[src/rtl/rd53_rx_pkg.sv]
// Shared definitions for the RD53A 64b/66b lane receiver: sync header codes,
// descrambler taps and the block-lock state encoding.
package rd53_rx_pkg;

  localparam logic [1:0]  HDR_DATA   = 2'b01;
  localparam logic [1:0]  HDR_CTRL   = 2'b10;
  localparam int unsigned SCR_TAP_A  = 38;
  localparam int unsigned SCR_TAP_B  = 57;
  localparam int unsigned BLOCK_BITS = 66;

  typedef enum logic {HUNT, LOCKED} lock_state_e;

  function automatic logic hdr_valid(input logic [1:0] hdr);
    return (hdr == HDR_DATA) || (hdr == HDR_CTRL);
  endfunction

endpackage

[src/rtl/rd53_descrambler_64.sv]
// Combinational step of the x^58+x^39+1 self-synchronising descrambler over one
// 64-bit payload, MSB first; the caller owns the 58-bit state register.
module rd53_descrambler_64
  import rd53_rx_pkg::*;
(
  input  logic [63:0] data_i,
  input  logic [57:0] state_i,
  output logic [63:0] data_o,
  output logic [57:0] state_o
);

  logic [57:0] s_work;

  // The state is fed with the received (scrambled) bits, not the recovered ones.
  always_comb begin
    s_work = state_i;
    data_o = '0;
    for (int i = 63; i >= 0; i--) begin
      data_o[i] = data_i[i] ^ s_work[SCR_TAP_A] ^ s_work[SCR_TAP_B];
      s_work    = {s_work[56:0], data_i[i]};
    end
    state_o = s_work;
  end

endmodule

[src/rtl/rd53_lane_rx_blocksync.sv]
// RD53A lane receiver: serial 66-bit block alignment by sync-header hunting with
// bit slip, block lock with windowed error tracking, optional payload descrambling.
module rd53_lane_rx_blocksync
  import rd53_rx_pkg::*;
#(
  parameter int unsigned LOCK_CNT   = 64,
  parameter int unsigned WINDOW     = 64,
  parameter int unsigned UNLOCK_ERR = 16,
  parameter bit          DESCRAMBLE = 1'b1
) (
  input  logic        SER_CLK,
  input  logic        SER_RST_B,
  input  logic        SER_BIT,
  input  logic        SER_BIT_VLD,
  input  logic        CNT_CLR,
  output logic [63:0] DATA_O,
  output logic [1:0]  HDR_O,
  output logic        DATA_VLD_O,
  output logic        LOCKED_O,
  output logic [15:0] SLIP_CNT_O,
  output logic [15:0] HDR_ERR_CNT_O
);

  lock_state_e state_q, state_d;
  logic [64:0] sr_q, sr_d;
  logic [6:0]  bit_cnt_q, bit_cnt_d;
  logic        slip_q, slip_d;
  logic [15:0] good_cnt_q, good_cnt_d;
  logic [15:0] win_cnt_q, win_cnt_d;
  logic [15:0] err_cnt_q, err_cnt_d;
  logic [57:0] scr_q, scr_d;
  logic [63:0] data_q, data_d;
  logic [1:0]  hdr_q, hdr_d;
  logic        vld_q, vld_d;
  logic [15:0] slip_cnt_q, slip_cnt_d;
  logic [15:0] hdr_err_q, hdr_err_d;

  logic [65:0] block;
  logic        boundary;
  logic        slip_inc;
  logic        hdr_err_inc;
  logic [63:0] descr_data;
  logic [57:0] scr_next;

  assign block    = {sr_q, SER_BIT};
  // A pending slip swallows one valid bit, stretching the next block to 67 bits.
  assign boundary = SER_BIT_VLD && !slip_q && (bit_cnt_q == 7'(BLOCK_BITS - 1));

  rd53_descrambler_64 u_descrambler (
    .data_i  (block[63:0]),
    .state_i (scr_q),
    .data_o  (descr_data),
    .state_o (scr_next)
  );

  always_comb begin
    state_d     = state_q;
    sr_d        = sr_q;
    bit_cnt_d   = bit_cnt_q;
    slip_d      = slip_q;
    good_cnt_d  = good_cnt_q;
    win_cnt_d   = win_cnt_q;
    err_cnt_d   = err_cnt_q;
    scr_d       = scr_q;
    data_d      = data_q;
    hdr_d       = hdr_q;
    vld_d       = 1'b0;
    slip_inc    = 1'b0;
    hdr_err_inc = 1'b0;

    if (SER_BIT_VLD) begin
      sr_d = block[64:0];
      if (slip_q)        slip_d    = 1'b0;
      else if (boundary) bit_cnt_d = '0;
      else               bit_cnt_d = bit_cnt_q + 7'd1;
    end

    if (boundary) begin
      scr_d = scr_next;
      unique case (state_q)
        HUNT: begin
          if (hdr_valid(block[65:64])) begin
            if (good_cnt_q == 16'(LOCK_CNT - 1)) begin
              state_d    = LOCKED;
              good_cnt_d = '0;
              win_cnt_d  = '0;
              err_cnt_d  = '0;
            end else begin
              good_cnt_d = good_cnt_q + 16'd1;
            end
          end else begin
            slip_d     = 1'b1;
            good_cnt_d = '0;
            slip_inc   = 1'b1;
          end
        end
        LOCKED: begin
          if (!hdr_valid(block[65:64])) begin
            hdr_err_inc = 1'b1;
            err_cnt_d   = err_cnt_q + 16'd1;
          end
          // Unlock beats the window clear when both land on the same block.
          if (!hdr_valid(block[65:64]) && (err_cnt_q == 16'(UNLOCK_ERR - 1))) begin
            state_d    = HUNT;
            good_cnt_d = '0;
          end else begin
            vld_d  = 1'b1;
            hdr_d  = block[65:64];
            data_d = DESCRAMBLE ? descr_data : block[63:0];
            if (win_cnt_q == 16'(WINDOW - 1)) begin
              win_cnt_d = '0;
              err_cnt_d = '0;
            end else begin
              win_cnt_d = win_cnt_q + 16'd1;
            end
          end
        end
        default: state_d = HUNT;
      endcase
    end

    if (CNT_CLR)                               slip_cnt_d = '0;
    else if (slip_inc && slip_cnt_q != 16'hFFFF) slip_cnt_d = slip_cnt_q + 16'd1;
    else                                       slip_cnt_d = slip_cnt_q;

    if (CNT_CLR)                                  hdr_err_d = '0;
    else if (hdr_err_inc && hdr_err_q != 16'hFFFF) hdr_err_d = hdr_err_q + 16'd1;
    else                                          hdr_err_d = hdr_err_q;
  end

  always_ff @(posedge SER_CLK or negedge SER_RST_B) begin
    if (!SER_RST_B) begin
      state_q    <= HUNT;
      sr_q       <= '0;
      bit_cnt_q  <= '0;
      slip_q     <= 1'b0;
      good_cnt_q <= '0;
      win_cnt_q  <= '0;
      err_cnt_q  <= '0;
      scr_q      <= '0;
      data_q     <= '0;
      hdr_q      <= '0;
      vld_q      <= 1'b0;
      slip_cnt_q <= '0;
      hdr_err_q  <= '0;
    end else begin
      state_q    <= state_d;
      sr_q       <= sr_d;
      bit_cnt_q  <= bit_cnt_d;
      slip_q     <= slip_d;
      good_cnt_q <= good_cnt_d;
      win_cnt_q  <= win_cnt_d;
      err_cnt_q  <= err_cnt_d;
      scr_q      <= scr_d;
      data_q     <= data_d;
      hdr_q      <= hdr_d;
      vld_q      <= vld_d;
      slip_cnt_q <= slip_cnt_d;
      hdr_err_q  <= hdr_err_d;
    end
  end

  assign DATA_O        = data_q;
  assign HDR_O         = hdr_q;
  assign DATA_VLD_O    = vld_q;
  assign LOCKED_O      = (state_q == LOCKED);
  assign SLIP_CNT_O    = slip_cnt_q;
  assign HDR_ERR_CNT_O = hdr_err_q;

endmodule
[config.mk]
export PLATFORM = sky130hd
export DESIGN_NAME = rd53_lane_rx_blocksync
export DESIGN_NICKNAME = d
export VERILOG_FILES = /design/src/rtl/rd53_rx_pkg.sv /design/src/rtl/rd53_descrambler_64.sv /design/src/rtl/rd53_lane_rx_blocksync.sv
export SDC_FILE = /design/constraint.sdc
export NUM_CORES = 1
export LEC_CHECK = 0
export ABC_AREA = 1
export ABC_CLOCK_PERIOD_IN_PS = 2800
export BUFFER_PORTS_ARGS = -buffer_cell sky130_fd_sc_hd__buf_4
export CAP_MARGIN = 20
export CORE_UTILIZATION = 62
export DETAILED_ROUTE_END_ITERATION = 6
export PLACE_DENSITY = 0.92
export SLEW_MARGIN = 20
export SYNTH_ARGS = -nofsm -noshare
export SYNTH_HDL_FRONTEND = slang
export SYNTH_HIERARCHICAL = 1
export SYNTH_SLANG_ARGS = --single-unit
[constraint.sdc]
create_clock -name SER_CLK -period 2.8 [get_ports SER_CLK]
set_input_delay 0 -clock SER_CLK [delete_from_list [all_inputs] [get_ports SER_CLK]]
set_output_delay 0 -clock SER_CLK [all_outputs]
set_load 0.005 [all_outputs]
## Yosys cells after proc, flatten, opt, wreduce, memory -nomap -nowiden

Index checks and enable logic that the tools add are counted.

| cells by class | value |
|---|---|
| reduce and logical (&&, ||, !) cells | 15 |
| add/sub/neg operators | 6 |
| bitwise operators | 131 |
| mux-type cells | 33 |
| eq/ne operators | 12 |

Operators with widths:

| operator | number |
|---|---|
| 16-bit 2-to-1 mux | 14 |
| 1-bit bitwise XOR | 128 |
| 16-bit one-hot mux with 2 select lines | 3 |
| 16-bit by 1-bit adder with 16-bit output (second input constant) | 5 |
| 16-bit by 6-bit equality test with 1-bit output (second input constant) | 2 |
| 16-bit inequality test (second input constant) | 2 |
| 16-bit by 4-bit equality test with 1-bit output (second input constant) | 1 |
| 1-bit 2-to-1 mux | 14 |
| 7-bit by 1-bit adder with 7-bit output (second input constant) | 1 |
| 7-bit equality test (second input constant) | 1 |
| 7-bit 2-to-1 mux | 1 |
| 2-bit inequality test (second input constant) | 3 |
| 3-bit AND reduction | 2 |
| 1-bit logical AND | 5 |
| 2-bit AND reduction | 2 |
| 4-bit AND reduction | 1 |
| 2-bit nonzero test | 2 |
| 1-bit NOT | 3 |
| 2-bit by 1-bit equality test with 1-bit output (second input constant) | 1 |
| 2-bit equality test (second input constant) | 1 |
| 1-bit logical NOT | 2 |
| 2-bit by 1-bit inequality test with 1-bit output (second input constant) | 1 |
| 1-bit one-hot mux with 2 select lines | 1 |
| 1-bit logical OR | 1 |

| word-level totals | value |
|---|---|
| output and inout bits | 100 |
| input bits | 5 |
| flip-flop bits (word level) | 279 |

## Logic depth before layout (Yosys ltp)

| logic depth | value |
|---|---|
| depth in word-level cells | 8 |
| mapped depth | 12 |
| gate-level depth less buffers | 11 |

## Modules after synthesis

Netlist, hierarchy kept.

By module, submodules not included:

| module | cells each | times used | area an instance (um2) | seq. area each (um2) |
|---|---|---|---|---|
| rd53_lane_rx_blocksync | 1615 | 1 | 12951.2 | 6981.7 |
| rd53_descrambler_64 | 564 | 1 | 2414.8 | 0.0 |

## Least setup slack after synthesis

Ideal clock, no wire load.

| timing | value |
|---|---|
| path type | flip-flop to flip-flop |
| start | reg slip_cnt_q[0], in the netlist SLIP_CNT_O[0] |
| end | reg slip_cnt_q[0], in the netlist SLIP_CNT_O[0] |
| slack | 1151 ps |
| data arrival time | 1578 ps |
| cell stages (with the launch flop) | 10 |
| required time | 2729 ps |
| period minus slack after synthesis | 1649 ps |
| cell sequence | dfrtp_1 -> ha_1 -> nand2_1 -> nor3_1 -> nand2_1 -> nor3_1 -> nor2_1 -> nand2_1 -> nand2_1 -> nor2_1 |

| between the ends | value |
|---|---|
| word-level cells in the longest chain between the ends | 3 |
| elaborated cells between the ends (all ways) | 6 |

RTL lines:

| element | RTL line | text |
|---|---|---|
| start, declared | rd53_lane_rx_blocksync.sv:35 | `logic [15:0] slip_cnt_q, slip_cnt_d;` |
| start signal, assigned | rd53_lane_rx_blocksync.sv:158 | `slip_cnt_q <= slip_cnt_d;` |
| 16-bit by 1-bit adder with 16-bit output or 16-bit inequality test (tied branches) | rd53_lane_rx_blocksync.sv:123 | `else if (slip_inc && slip_cnt_q != 16'hFFFF) slip_cnt_d = slip_cnt_q + 16'd1;` |
| 16-bit 2-to-1 mux or 1-bit logical AND (tied branches) | rd53_lane_rx_blocksync.sv:123 |  |
| 16-bit 2-to-1 mux or 2-bit nonzero test (tied branches) | - |  |

Several ways; a longest one is shown, not always the timed one. The select of a mux whose other input is x is not followed.
A chain may end at the register's enable or synchronous reset.

## Final worst setup path

| timing | value |
|---|---|
| start | reg good_cnt_q[1] |
| end | reg win_cnt_q[9] |

| between the ends | value |
|---|---|
| word-level cells in the longest chain between the ends | 3 |

RTL lines:

| element | RTL line | text |
|---|---|---|
| start, declared | rd53_lane_rx_blocksync.sv:28 | `logic [15:0] good_cnt_q, good_cnt_d;` |
| start signal, assigned | rd53_lane_rx_blocksync.sv:151 | `good_cnt_q <= good_cnt_d;` |
| 16-bit by 6-bit equality test with 1-bit output | rd53_lane_rx_blocksync.sv:83 | `if (good_cnt_q == 16'(LOCK_CNT - 1)) begin` |
| 2-bit inequality test (no line) | - |  |
| 4-bit AND reduction (no line) | - |  |
| end signal, assigned | rd53_lane_rx_blocksync.sv:152 | `win_cnt_q <= win_cnt_d;` |
| end, declared | rd53_lane_rx_blocksync.sv:29 | `logic [15:0] win_cnt_q, win_cnt_d;` |

Every way passes these cells.

==> flow_summary.yaml <==
run_status:
  status: "complete, but fails checks"
  violations: "DRC"
timing:
  worst_slack_ns: 0.503
  max_freq_mhz: 435
  rsz0062_at_grt: "false"
  maxSlewViolCount: 0
  fin_skew_ns: 0.0197
  maxSlewHeadroom: 0.354
  min_period_ns: 2.30
  period_share: 0.820
  hold_viol_final: 0
  final-setup-viol-count: 0
  fin_tns_setup_ns: 0
  hold_ws_ns: 0.0181
  worst_pin_slew_ns: 0.968
power:
  sequentialPowerShare: 0.472
  p_per_area_mw_per_mm2: 588
  p_sw_mw: 2.97
  clockPowerShare: 0.397
  power_leakage_nw: 9.06
  p_comb_frac: 0.131
  irDropWorstVdd_uv: 491
  switching_share: 0.298
  internal_power_mw: 7.00
  totalPowerFinal_mw: 9.97
clocking:
  h-tree-depth: 1
  cts_sinks: 279
  clockRootBuffer: "clkbuf_16"
  numCtsBuffers: 30
  cts_resized: 0
  cts_tree: "built"
  holdBufCountCts: 3
  ctsLongestPathBuffers: 3
  clock_latency_ns: 0.57
  cts_setup_buffers: 0
  path_clk_slew_ns: 0.06
logic_synthesis:
  syn_area_per_cell_um2: 7.05
  ys_ff_latch: 279
  synth_top_area_frac: 0.454
  synth_area_leader_cell: "dfrtp_1"
  synth.distinct_cells: 36
  yosys-top-cells-count: "nand2_1 (1003), dfrtp_1 (279), inv_1 (226)"
  syn_inst: 2179
  synth_ff_type: "dfrtp_1"
  synth.cell_area_mm2: 0.0154
  async_flop_share: 1.00
  ys_warn_count: 6
  synthMostInstantiatedCell: "nand2_1"
  synth_edf_count: 0
  synth_area_leaders: "dfrtp_1 (45%), nand2_1 (25%), inv_1 (5.5%)"
  ys_seq_area_frac: 0.454
  syn_nets: 2191
placement:
  place_ws_ns: 0.565
  place_area_mm2: 0.0159
  io_buffers: 104
  hpwl_um: 25200
  dpl.cell_count: 2500
  gp_congestion: 0.926
critical_path:
  required_ns: 3.23
  cp-start-kind: "register"
  worstPathCellList: "ha_1 -> nand3_1 -> nor2_2 -> nand2_1 -> nand2_2 -> nand3_4 -> nor2_4 -> inv_2 -> nand2_1 -> o21ai_2"
  end_kind: "register"
  cp_common_cell: "nand2_1"
  r2r_cells: 10
  cpPeakStageDelay_ns: 0.38
  critPathSlowestCell: "dfrtp_1"
  worst_r2r_startpoint: "good_cnt_q[1]"
  cp_max_fo: 20
  cp.arrival_ns: 2.73
  r2r_setup_slack_ns: 0.50
  worstReg2RegEnd: "win_cnt_q[9]"
  critPathKind: "register to register"
finish:
  layout.area.seq_mm2: 0.00698
  multi_input_area_mm2: 0.00668
  num-fill-cells: 1894
  fin_cells: 2559
  post-route-util: 0.697
  syn_to_final_growth_pct: 10.4
  drive_above_1_share: 0.0957
  antenna_cells: 0
  final_area_mm2: 0.0170
  final_net_count: 2223
global_route:
  grt_overflow: 0
  met2_usage: 0.505
  grt_use_met1: 0.381
  globalRouteMet3Util: 0.0362
  grt_pass1_wl_um: 62100
  grt.total_usage: 0.296
  antenna_found_initial: 0
  grt_pass1_vias: 13100
  grt_max_degree: 101
  busiest_layer: "met2"
floorplan:
  ioPinCount: 105
  fp.coreArea_mm2: 0.0243
  start_util: 0.632
  die_width_um: 159
  fp.dieArea_mm2: 0.0254
  row_count: 57
  die_height_um: 159
detailed_routing:
  wl_per_cell_um: 14.6
  vias_per_cell: 5.48
  drc: 1
  drt_iter0_markers: 1170
  drt_first_pass_iters: 7
  route.antenna.remaining_nets: 0
  vias: 14000
  wirelength_um: 37300
hold_path:
  hold_class: "input port to async pin"
job:
  cap_viol_max_count: 0
[layout by cell type, fill, tap and decap left out, types with 21 or more instances in the layout]
| master | instances |
|---|---|
| nand3_1 | 168 |
| nand2_1 | 1003 |
| dfrtp_1 | 279 |
| nor2_1 | 99 |
| nand4_1 | 47 |
| buf_4 | 115 |
| clkbuf_16 | 30 |
| o21ai_0 | 94 |
| xor2_1 | 21 |
| nor3_1 | 24 |
| inv_1 | 226 |
[critical path, delay by kind of cell, from the launching register on]
family | cells | cell delay [ns]
AO/OA/AOI/OAI | 1 | 0.07
AND/OR/NAND/NOR | 7 | 1.26
buffers and inverters | 1 | 0.25
flip-flops | 1 | 0.38
adder cells (fa/ha/maj) | 1 | 0.20
[kinds of logic (layout without fill, tap and decap cells)]
group / Yosys count / in the layout / share of synthesized area
adders and majority gates: 7 / 7 / 0.00570
AOI/OAI and AO/OA: 124 / 124 / 0.0439
DFF: 279 / 279 / 0.454
and+or+nand+nor: 1378 / 1378 / 0.370
buffers and inverters: 364 / 420 / 0.111
xor gates and xnor gates: 27 / 27 / 0.0154
[registers in the layout (all words and copies together) (netlist names)]
| register | flops |
|---|---|
| sr_q | 65 |
| slip_q | 1 |
| good_cnt_q | 16 |
| SLIP_CNT_O | 16 |
| HDR_ERR_CNT_O | 16 |
| DATA_O | 64 |
| win_cnt_q | 16 |
| scr_q | 58 |
| bit_cnt_q | 7 |
| LOCKED_O | 1 |
| err_cnt_q | 16 |
| HDR_O | 2 |
| DATA_VLD_O | 1 |
[per-layer routing]
layer	vias up	wire length, um
met5	-	0
met4	0	1510
met3	113	2510
met2	537	18100
met1	6591	15100
li1	6780	-
[worst max-delay path by stage]
stage                         to     startpoint  slack [ns]
4_1_cts             win_cnt_q[9]   bit_cnt_q[1]        0.54
5_1_grt         HDR_ERR_CNT_O[6]       sr_q[63]        0.32
3_5_place_dp    HDR_ERR_CNT_O[9]       sr_q[63]        0.56
6_report            win_cnt_q[9]  good_cnt_q[1]        0.50
3_3_place_gp   HDR_ERR_CNT_O[14]       sr_q[63]        0.64
2_1_floorplan      SLIP_CNT_O[0]  SLIP_CNT_O[0]        1.15
[area by class of cell]
| class | instances | area share |
|---|---|---|
| sequential | 279 | 0.412 |
| multi-input combinational | 1536 | 0.394 |
| timing repair buffer | 123 | 0.0583 |
| inverter | 241 | 0.0533 |
| clock buffer | 41 | 0.0508 |
| tap | 324 | 0.0239 |
| clock inverter | 15 | 0.00811 |
[power by group through the flow]
stage	Sequential [mW]	Combinational [mW]	Clock [mW]
2_1_floorplan	4.61	1.07	0
3_3_place_gp	4.74	1.21	0
3_5_place_dp	4.75	1.27	0
4_1_cts	4.68	1.30	4.01
5_1_grt	4.73	1.50	4.17
6_report	4.70	1.31	3.96
Power figures use the tool's default switching activity.
